===== src/rtl/pipe_boot_loader.sv =====
// pipe_boot_loader: word-stream program loader for the pipelined core.
// Optionally zeroes the register file after reset, then parses
// header-framed bursts into IMEM/DMEM/REGFILE writes and holds the
// core in reset until a GO header arrives, counting run cycles after.
// Ports:
//   clock, reset        rising-edge clock, synchronous active-high reset
//   in_valid/in_ready   host word handshake, in_data = header or payload
//   wr_en/wr_sel        one-cycle write strobe, target 0 IM 1 DM 2 RF
//   wr_addr/wr_data     word index within target and write data
//   cpu_reset           core reset, released by GO
//   load_err            sticky out-of-range burst flag
//   run_cycles          saturating cycle count since release
module pipe_boot_loader #(
    parameter int WIDTH      = 32,
    parameter int IMEM_DEPTH = 64,
    parameter int DMEM_DEPTH = 64,
    parameter int NREGS      = 32,
    parameter bit CLEAR_REGS = 1'b1,
    parameter int ADDR_W     = 16
) (
    input  logic              clock,
    input  logic              reset,
    input  logic              in_valid,
    output logic              in_ready,
    input  logic [WIDTH-1:0]  in_data,
    output logic              wr_en,
    output logic [1:0]        wr_sel,
    output logic [ADDR_W-1:0] wr_addr,
    output logic [WIDTH-1:0]  wr_data,
    output logic              cpu_reset,
    output logic              load_err,
    output logic [31:0]       run_cycles
);

    localparam int CW = $clog2(NREGS + 1);
    localparam logic [16:0] IM_D = 17'(IMEM_DEPTH);
    localparam logic [16:0] DM_D = 17'(DMEM_DEPTH);
    localparam logic [16:0] RF_D = 17'(NREGS);

    typedef enum logic [1:0] {
        S_CLEAR,
        S_HDR,
        S_LOAD,
        S_RUN
    } state_e;

    state_e            state_q, state_d;
    logic [CW-1:0]     clr_idx_q, clr_idx_d;
    logic [1:0]        tgt_q, tgt_d;
    logic [15:0]       start_q, start_d;
    logic [13:0]       count_q, count_d;
    logic [13:0]       n_q, n_d;
    logic              disc_q, disc_d;
    logic              in_ready_q, in_ready_d;
    logic              wr_en_q, wr_en_d;
    logic [1:0]        wr_sel_q, wr_sel_d;
    logic [ADDR_W-1:0] wr_addr_q, wr_addr_d;
    logic [WIDTH-1:0]  wr_data_q, wr_data_d;
    logic              cpu_reset_q, cpu_reset_d;
    logic              load_err_q, load_err_d;
    logic [31:0]       run_q, run_d;

    logic        accept;
    logic [1:0]  hdr_tgt;
    logic [13:0] hdr_cnt;
    logic [15:0] hdr_start;
    logic [16:0] hdr_sum;
    logic [16:0] hdr_depth;
    logic [15:0] ld_idx;

    assign accept    = in_valid & in_ready_q;
    assign hdr_tgt   = in_data[31:30];
    assign hdr_cnt   = in_data[29:16];
    assign hdr_start = in_data[15:0];
    // 17-bit sum so start + count can never wrap past the depth check
    assign hdr_sum   = {1'b0, hdr_start} + {3'b000, hdr_cnt};
    assign ld_idx    = start_q + {2'b00, n_q};

    always_comb begin
        case (hdr_tgt)
            2'd1:    hdr_depth = DM_D;
            2'd2:    hdr_depth = RF_D;
            default: hdr_depth = IM_D;
        endcase
    end

    always_comb begin
        state_d     = state_q;
        clr_idx_d   = clr_idx_q;
        tgt_d       = tgt_q;
        start_d     = start_q;
        count_d     = count_q;
        n_d         = n_q;
        disc_d      = disc_q;
        wr_en_d     = 1'b0;
        wr_sel_d    = wr_sel_q;
        wr_addr_d   = wr_addr_q;
        wr_data_d   = wr_data_q;
        cpu_reset_d = cpu_reset_q;
        load_err_d  = load_err_q;
        run_d       = run_q;
        unique case (state_q)
            S_CLEAR: begin
                // index runs one past the last entry so in_ready
                // rises only after the final clear write is visible
                if (clr_idx_q == CW'(NREGS)) begin
                    state_d = S_HDR;
                end else begin
                    wr_en_d   = 1'b1;
                    wr_sel_d  = 2'd2;
                    wr_addr_d = ADDR_W'(clr_idx_q);
                    wr_data_d = '0;
                    clr_idx_d = clr_idx_q + CW'(1);
                end
            end
            S_HDR: begin
                if (accept) begin
                    if (hdr_tgt == 2'd3) begin
                        state_d     = S_RUN;
                        cpu_reset_d = 1'b0;
                    end else if (hdr_cnt != 14'd0) begin
                        tgt_d   = hdr_tgt;
                        start_d = hdr_start;
                        count_d = hdr_cnt;
                        n_d     = 14'd0;
                        disc_d  = hdr_sum > hdr_depth;
                        if (hdr_sum > hdr_depth) begin
                            load_err_d = 1'b1;
                        end
                        state_d = S_LOAD;
                    end
                end
            end
            S_LOAD: begin
                if (accept) begin
                    if (!disc_q) begin
                        wr_en_d   = 1'b1;
                        wr_sel_d  = tgt_q;
                        wr_addr_d = ADDR_W'(ld_idx);
                        wr_data_d = in_data;
                    end
                    n_d = n_q + 14'd1;
                    if (n_q == count_q - 14'd1) begin
                        state_d = S_HDR;
                    end
                end
            end
            S_RUN: begin
                if (run_q != 32'hFFFF_FFFF) begin
                    run_d = run_q + 32'd1;
                end
            end
        endcase
        in_ready_d = (state_d == S_HDR) || (state_d == S_LOAD);
    end

    always_ff @(posedge clock) begin
        if (reset) begin
            state_q     <= CLEAR_REGS ? S_CLEAR : S_HDR;
            clr_idx_q   <= '0;
            tgt_q       <= 2'd0;
            start_q     <= 16'd0;
            count_q     <= 14'd0;
            n_q         <= 14'd0;
            disc_q      <= 1'b0;
            in_ready_q  <= 1'b0;
            wr_en_q     <= 1'b0;
            wr_sel_q    <= 2'd0;
            wr_addr_q   <= '0;
            wr_data_q   <= '0;
            cpu_reset_q <= 1'b1;
            load_err_q  <= 1'b0;
            run_q       <= 32'd0;
        end else begin
            state_q     <= state_d;
            clr_idx_q   <= clr_idx_d;
            tgt_q       <= tgt_d;
            start_q     <= start_d;
            count_q     <= count_d;
            n_q         <= n_d;
            disc_q      <= disc_d;
            in_ready_q  <= in_ready_d;
            wr_en_q     <= wr_en_d;
            wr_sel_q    <= wr_sel_d;
            wr_addr_q   <= wr_addr_d;
            wr_data_q   <= wr_data_d;
            cpu_reset_q <= cpu_reset_d;
            load_err_q  <= load_err_d;
            run_q       <= run_d;
        end
    end

    assign in_ready   = in_ready_q;
    assign wr_en      = wr_en_q;
    assign wr_sel     = wr_sel_q;
    assign wr_addr    = wr_addr_q;
    assign wr_data    = wr_data_q;
    assign cpu_reset  = cpu_reset_q;
    assign load_err   = load_err_q;
    assign run_cycles = run_q;

endmodule


===== config.mk =====
export PLATFORM = sky130hd
export DESIGN_NAME = pipe_boot_loader
export DESIGN_NICKNAME = d
export VERILOG_FILES = /design/src/rtl/pipe_boot_loader.sv
export SDC_FILE = /design/constraint.sdc
export NUM_CORES = 1
export LEC_CHECK = 0
export ABC_AREA = 1
export CORE_MARGIN = 4
export CORE_UTILIZATION = 55
export DETAILED_ROUTE_END_ITERATION = 16
export MAX_ROUTING_LAYER = met4
export PLACE_DENSITY = 0.83
export SLEW_MARGIN = 40
export SYNTH_ARGS = -nofsm -noshare
export SYNTH_HDL_FRONTEND = slang
export SYNTH_SLANG_ARGS = --single-unit

===== constraint.sdc =====
create_clock -name clock -period 3 [get_ports clock]
set_input_delay 0.45 -clock clock [delete_from_list [all_inputs] [get_ports clock]]
set_output_delay 0.45 -clock clock [all_outputs]
set_load 0.02 [all_outputs]

### Word-level counts from Yosys, hierarchy flattened

Index checks and enable logic that the tools add are counted.

| operators by class | value |
|---|---|
| $add $sub $neg | 6 |
| $lt $le $gt $ge | 1 |
| equal/unequal tests | 16 |
| muxes and demuxes | 29 |
| bitwise operators | 3 |
| reductions and logical operators | 12 |

Operators with widths:

| kind | number |
|---|---|
| 32-bit 2-to-1 mux | 3 |
| 32-bit case mux with 2 select lines | 1 |
| 14-bit 2-to-1 mux | 4 |
| 16-bit 2-to-1 mux | 3 |
| 32-bit by 1-bit adder with 32-bit output, second input constant | 1 |
| 32-bit inequality test, second input constant | 1 |
| 16-bit case mux with 2 select lines | 1 |
| 14-bit case mux with 2 select lines | 1 |
| 2-bit 2-to-1 mux | 9 |
| 16-bit by 14-bit adder with 17-bit output | 1 |
| 17-bit greater-than comparator | 1 |
| 16-bit by 14-bit adder with 16-bit output | 1 |
| 14-bit by 1-bit adder with 14-bit output, second input constant | 1 |
| 14-bit == test | 1 |
| 14-bit nonzero test | 1 |
| 14-bit by 1-bit subtractor with 14-bit output, second input constant | 1 |
| 2-bit inequality test, second input constant | 6 |
| 2-bit == test, second input constant | 5 |
| 5-bit AND reduction | 2 |
| 4-bit AND reduction | 2 |
| 7-bit 2-to-1 mux | 1 |
| 6-bit by 1-bit adder with 6-bit output, second input constant | 1 |
| 6-bit == test, second input constant | 1 |
| 2-bit case mux with 3 select lines | 1 |
| other kinds (11) | 17 |

| storage, ports and cells | value |
|---|---|
| register bits after elaboration | 141 |
| bits of input ports | 35 |
| output and inout port bits | 86 |
| logic and storage cells | 82 |

### Depth between registers and ports, before layout

| depth | value |
|---|---|
| word-level depth | 7 |
| gate-level depth with buffers | 20 |
| depth with buffers taken out | 20 |

### Least setup slack after synthesis

Ideal clock, no wire load.

| timing path | value |
|---|---|
| kind | input-to-reg |
| start | input port in_data[0] |
| end | register disc_q |
| library setup time | 0.114 ns |
| data arrival time | 2.495 ns |
| data required time | 2.886 ns |
| path slack | 0.391 ns |
| stages | 19 |
| buffers on the path | 0 |
| cell sequence | ha_1 fa_1 nand3_1 nand2_1 nand2_1 nand2_1 xor2_1 ha_1 nand3_1 nor2_1 nand2_1 nor2_1 nor2_1 nor2_1 nand2_1 nor2_1 nand2_1 nand2_1 nand2_1 |

| between the ends | value |
|---|---|
| cells in the longest elaborated chain, start to end | 2 |

RTL lines:

| item | line | text |
|---|---|---|
| start: declaration | 25 | `input logic [WIDTH-1:0] in_data,` |
| 16-bit by 14-bit adder with 17-bit output | 76 | `assign hdr_sum = {1'b0, hdr_start} + {3'b000, hdr_cnt};` |
| 17-bit greater-than comparator | 126 | `disc_d = hdr_sum > hdr_depth;` |
| end signal: assignment | 181 | `disc_q <= disc_d;` |
| end: declaration | 53 | `logic disc_q, disc_d;` |

No other way between the ends.
A chain may end at the register's enable or synchronous reset.

### Worst setup path in the final report

| timing path | value |
|---|---|
| start | input port in_data[0] |
| end | register load_err_q (netlist: load_err) |

| between the ends | value |
|---|---|
| cells in the longest elaborated chain, start to end | 3 |

RTL lines:

| item | line | text |
|---|---|---|
| 16-bit by 14-bit adder with 17-bit output | 76 |  |
| 17-bit greater-than comparator | 127 | `if (hdr_sum > hdr_depth) begin` |
| 5-bit AND reduction (no source line) | - |  |
| end signal: assignment | 188 | `load_err_q <= load_err_d;` |
| end: declaration | 60 | `logic load_err_q, load_err_d;` |

No other way between the ends.

==> flow_summary.ini <==
[global_routing]
grt_max_degree = 47
grt_pass1_wl_um = 41100
grt_pass1_vias = 8256
antenna_found_initial = 0
grt_use_total = 0.297
overflow = 0

[final_layout]
area_growth_pct = 25.9
stdcell_area_mm2 = 0.0105
finalNetCount = 1467
layout_common_cells = 342 x nand2_1, 148 x nor2_1, 141 x dfxtp_1, 122 x inv_1, 119 x clkdlybuf4s50_1
layout_commonest_cell = nand2_1
fill_cells = 1218
antennaDiodeCount = 0
layout-drive-gt1-share = 0.0874

[clocking]
path_clk_slew_ns = 0.06
cts_htree_levels = 4
post_cts_buffers = 0
cts_buffers = 17
clk_latency_ns = 0.43
holdBufCountCts = 0
cts-root-buf = clkbuf_16
cts_tree = yes
cts_sinks = 141
max-clock-path-buffers = 2

[logic_synthesis]
synth_seq_area_share = 0.337
synth_nets = 1326
synthDistinctLibCells = 47
synth_fa_ha_area_frac = 0.0571
syn_area_mm2 = 0.00837
syn_inst = 1254
ys_seq_elements = 141
synth_xor_area_frac = 0.0471
synth-async-reset-ratio = 0
avgSynthCellArea_um2 = 6.67
yosys.area_share.simple = 0.329
ys.flop_type = dfxtp_1
synth_edf_count = 0
synth_top_family_by_area = simple AND/OR/NAND/NOR gates
synth_compound_area_frac = 0.145
ys.warnings.count = 0
synthMuxAreaShare = 0

[placed_design]
gp_congestion = 0.960
post_dp_cell_area_mm2 = 0.00990
pre_cts_slack_ns = -0.213
dp_hpwl_um = 19100
port-buffer-count = 120

[timing]
setup_viol = 0
period_minus_slack_ns = 2.77
drv_slew = 0
fin_skew_ns = 0.0104
setup-tns-final_ns = 0
worst_slack_ns = 0.234
fmaxAchievable_mhz = 362
finalHoldViolations = 0
relSlewSlack = 0.606
rsz0062_at_grt = false
tightest_slew_ns = 0.591
timing.final.crit_share = 0.922

[critical_path]
cpLargestDelayFamily = simple AND/OR/NAND/NOR gates
end_kind = flip-flop
critPathLaunch = in_data[0]
max_stage_delay_ns = 0.42
crit_type = primary input to flip-flop
crit_end = load_err
cpMaxStageDelayCell = clkdlybuf4s50_1
crit_fanout = 2
crit_path_start_kind = primary input
rrSetupSlack_ns = 0.66
cp.required_ns = 3.31
reg2reg_from = run_cycles[0]
cp.depth = 20
crit_top_cell = nand2_1
crit_buf_inv = 1
path_cells = clkdlybuf4s50_1 > ha_1 > fa_2 > nand3_1 > nand2_1 > nand2_1 > nand2_1 > xor2_1 > ha_1 > nand3_1 > nor2_1 > nand2_1 > nor2_1 > nor2_1 > nor2_1 > nand2_1 > nor2_1 > nand2_1 > nand2_1 > nand2_1
cp.arrival_ns = 3.08
reg2regPathDepth = 11
timing.rr.end = run_cycles[15]

[die]
ioPinCount = 121
core.rowCount = 44
die_y_um = 131
core_area_mm2 = 0.0147
initial_utilization = 0.569
chipWidth_um = 131
die_area_mm2 = 0.0172

[pwr]
power.switching_mw = 1.12
worst_ir_drop_vdd_uv = 387
powerDensity_mw_per_mm2 = 434
swShare = 0.244
p_int_mw = 3.45
pwr-share-clk = 0.501
seqPwrFrac = 0.413
p_leak_nw = 4.51
pwr-share-comb = 0.087

[route]
antenna_left = 0
firstDrtPassIters = 5
drt_iter0_markers = 813
drc = 0
vias = 8752
wl_per_cell_um = 15.7
viasPerCell = 5.50
routed_wl_um = 24900

[status]
status = finished clean

[job]
cap_viol_max_count = 0

[worst_hold_path]
hold_path_class = flip-flop to flip-flop
-- how the worst min path moves through the flow --
stage                 from     endpoint  slack (ns)  depth (start not counted)
2_1_floorplan     tgt_q[0]     tgt_q[0]        0.42                          2
3_3_place_gp     cpu_reset    cpu_reset        0.43                          2
3_5_place_dp     cpu_reset    cpu_reset        0.44                          2
4_1_cts        start_q[11]  start_q[11]        0.45                          2
5_1_grt         start_q[2]   start_q[2]        0.47                          2
6_report       start_q[10]  start_q[10]        0.46                          2
-- worst reg2reg max path: stages, from the launching register on --
cell and delay [ns]:
dfxtp_1 0.41, ha_1 0.23, nand2_2 0.09, nor3_4 0.26, nand3_4 0.15, nor2_4 0.13
nand2_2 0.08, nand2_4 0.27, inv_2 0.24, nand2_1 0.16, o21bai_1 0.07, and3_1 0.13
-- flip-flops by register name, indices dropped and copies added (netlist names) --
name	cells
cpu_reset	1
clr_idx_q	6
tgt_q	2
in_ready	1
wr_sel	2
run_cycles	32
wr_data	32
n_q	14
load_err	1
wr_en	1
count_q	14
start_q	16
wr_addr	16
state_q	2
disc_q	1
-- logic make-up after synthesis --
logic type | after synthesis
buf+inv | 168
fa+ha+maj | 37
xor+xnor | 45
compound gates | 222
simple gates | 641
flops | 141
-- Yosys cell counts, types with 13 or more instances --
library cell | n | area (um^2)
nor2_1 | 148 | 556
a21oi_1 | 100 | 500
o21ai_0 | 75 | 375
nand2_2 | 13 | 81.3
inv_1 | 122 | 458
xor2_1 | 26 | 228
nand4_1 | 15 | 93.8
clkbuf_1 | 21 | 78.8
nand3_1 | 68 | 340
nand2_1 | 342 | 1280
dfxtp_1 | 141 | 2820
ha_1 | 35 | 438
nor3_1 | 22 | 110
xnor2_1 | 19 | 166
-- metal layers --
| layer | track usage | share of wire | wire [um] | vias up |
|---|---|---|---|---|
| met5 | - | 0 | 0 | - |
| met4 | 0.130 | 0.038 | 957 | 0 |
| met3 | 0.0497 | 0.062 | 1550 | 79 |
| met2 | 0.487 | 0.47 | 11800 | 353 |
| met1 | 0.362 | 0.43 | 10600 | 3974 |
| li1 | - | - | - | 4346 |
-- final cells by class --
cell class                      instances  area (um^2)  area share
Multi-Input combinational cell        945         4850       0.460
Sequential cell                       141         2820       0.268
Timing Repair Buffer                  161         1520       0.144
Inverter                              129          484      0.0460
Clock buffer                           17          425      0.0404
Tap cell                              184          230      0.0219
Clock inverter                         14          208      0.0197
-- metrics by stage --
step	std cells	utilization	hold slack, ns	total power, mW
after floorplan	1254	-	0.419	2.13
after global placement	1560	0.673	0.430	2.31
after detailed placement	1560	0.673	0.440	2.31
after CTS	1591	0.716	0.455	4.58
after global routing	1591	0.717	0.475	4.72
final	1591	0.717	0.455	4.57
-- what timing repair did --
| action | in CTS | in global routing |
|---|---|---|
| endpoints found under the setup margin | 0 | 2 |
| hold endpoints to repair | 0 | 0 |
| resized for setup | 0 | 1 |
-- power by group through the flow --
stage,logic (mW),registers [mW],clock network (mW)
after floorplan,0.206,1.93,0
after global placement,0.387,1.93,0
after detailed placement,0.389,1.93,0
after CTS,0.391,1.88,2.30
after global routing,0.437,1.88,2.39
final,0.396,1.88,2.29
No activity file was read; power rests on OpenSTA's default activity.
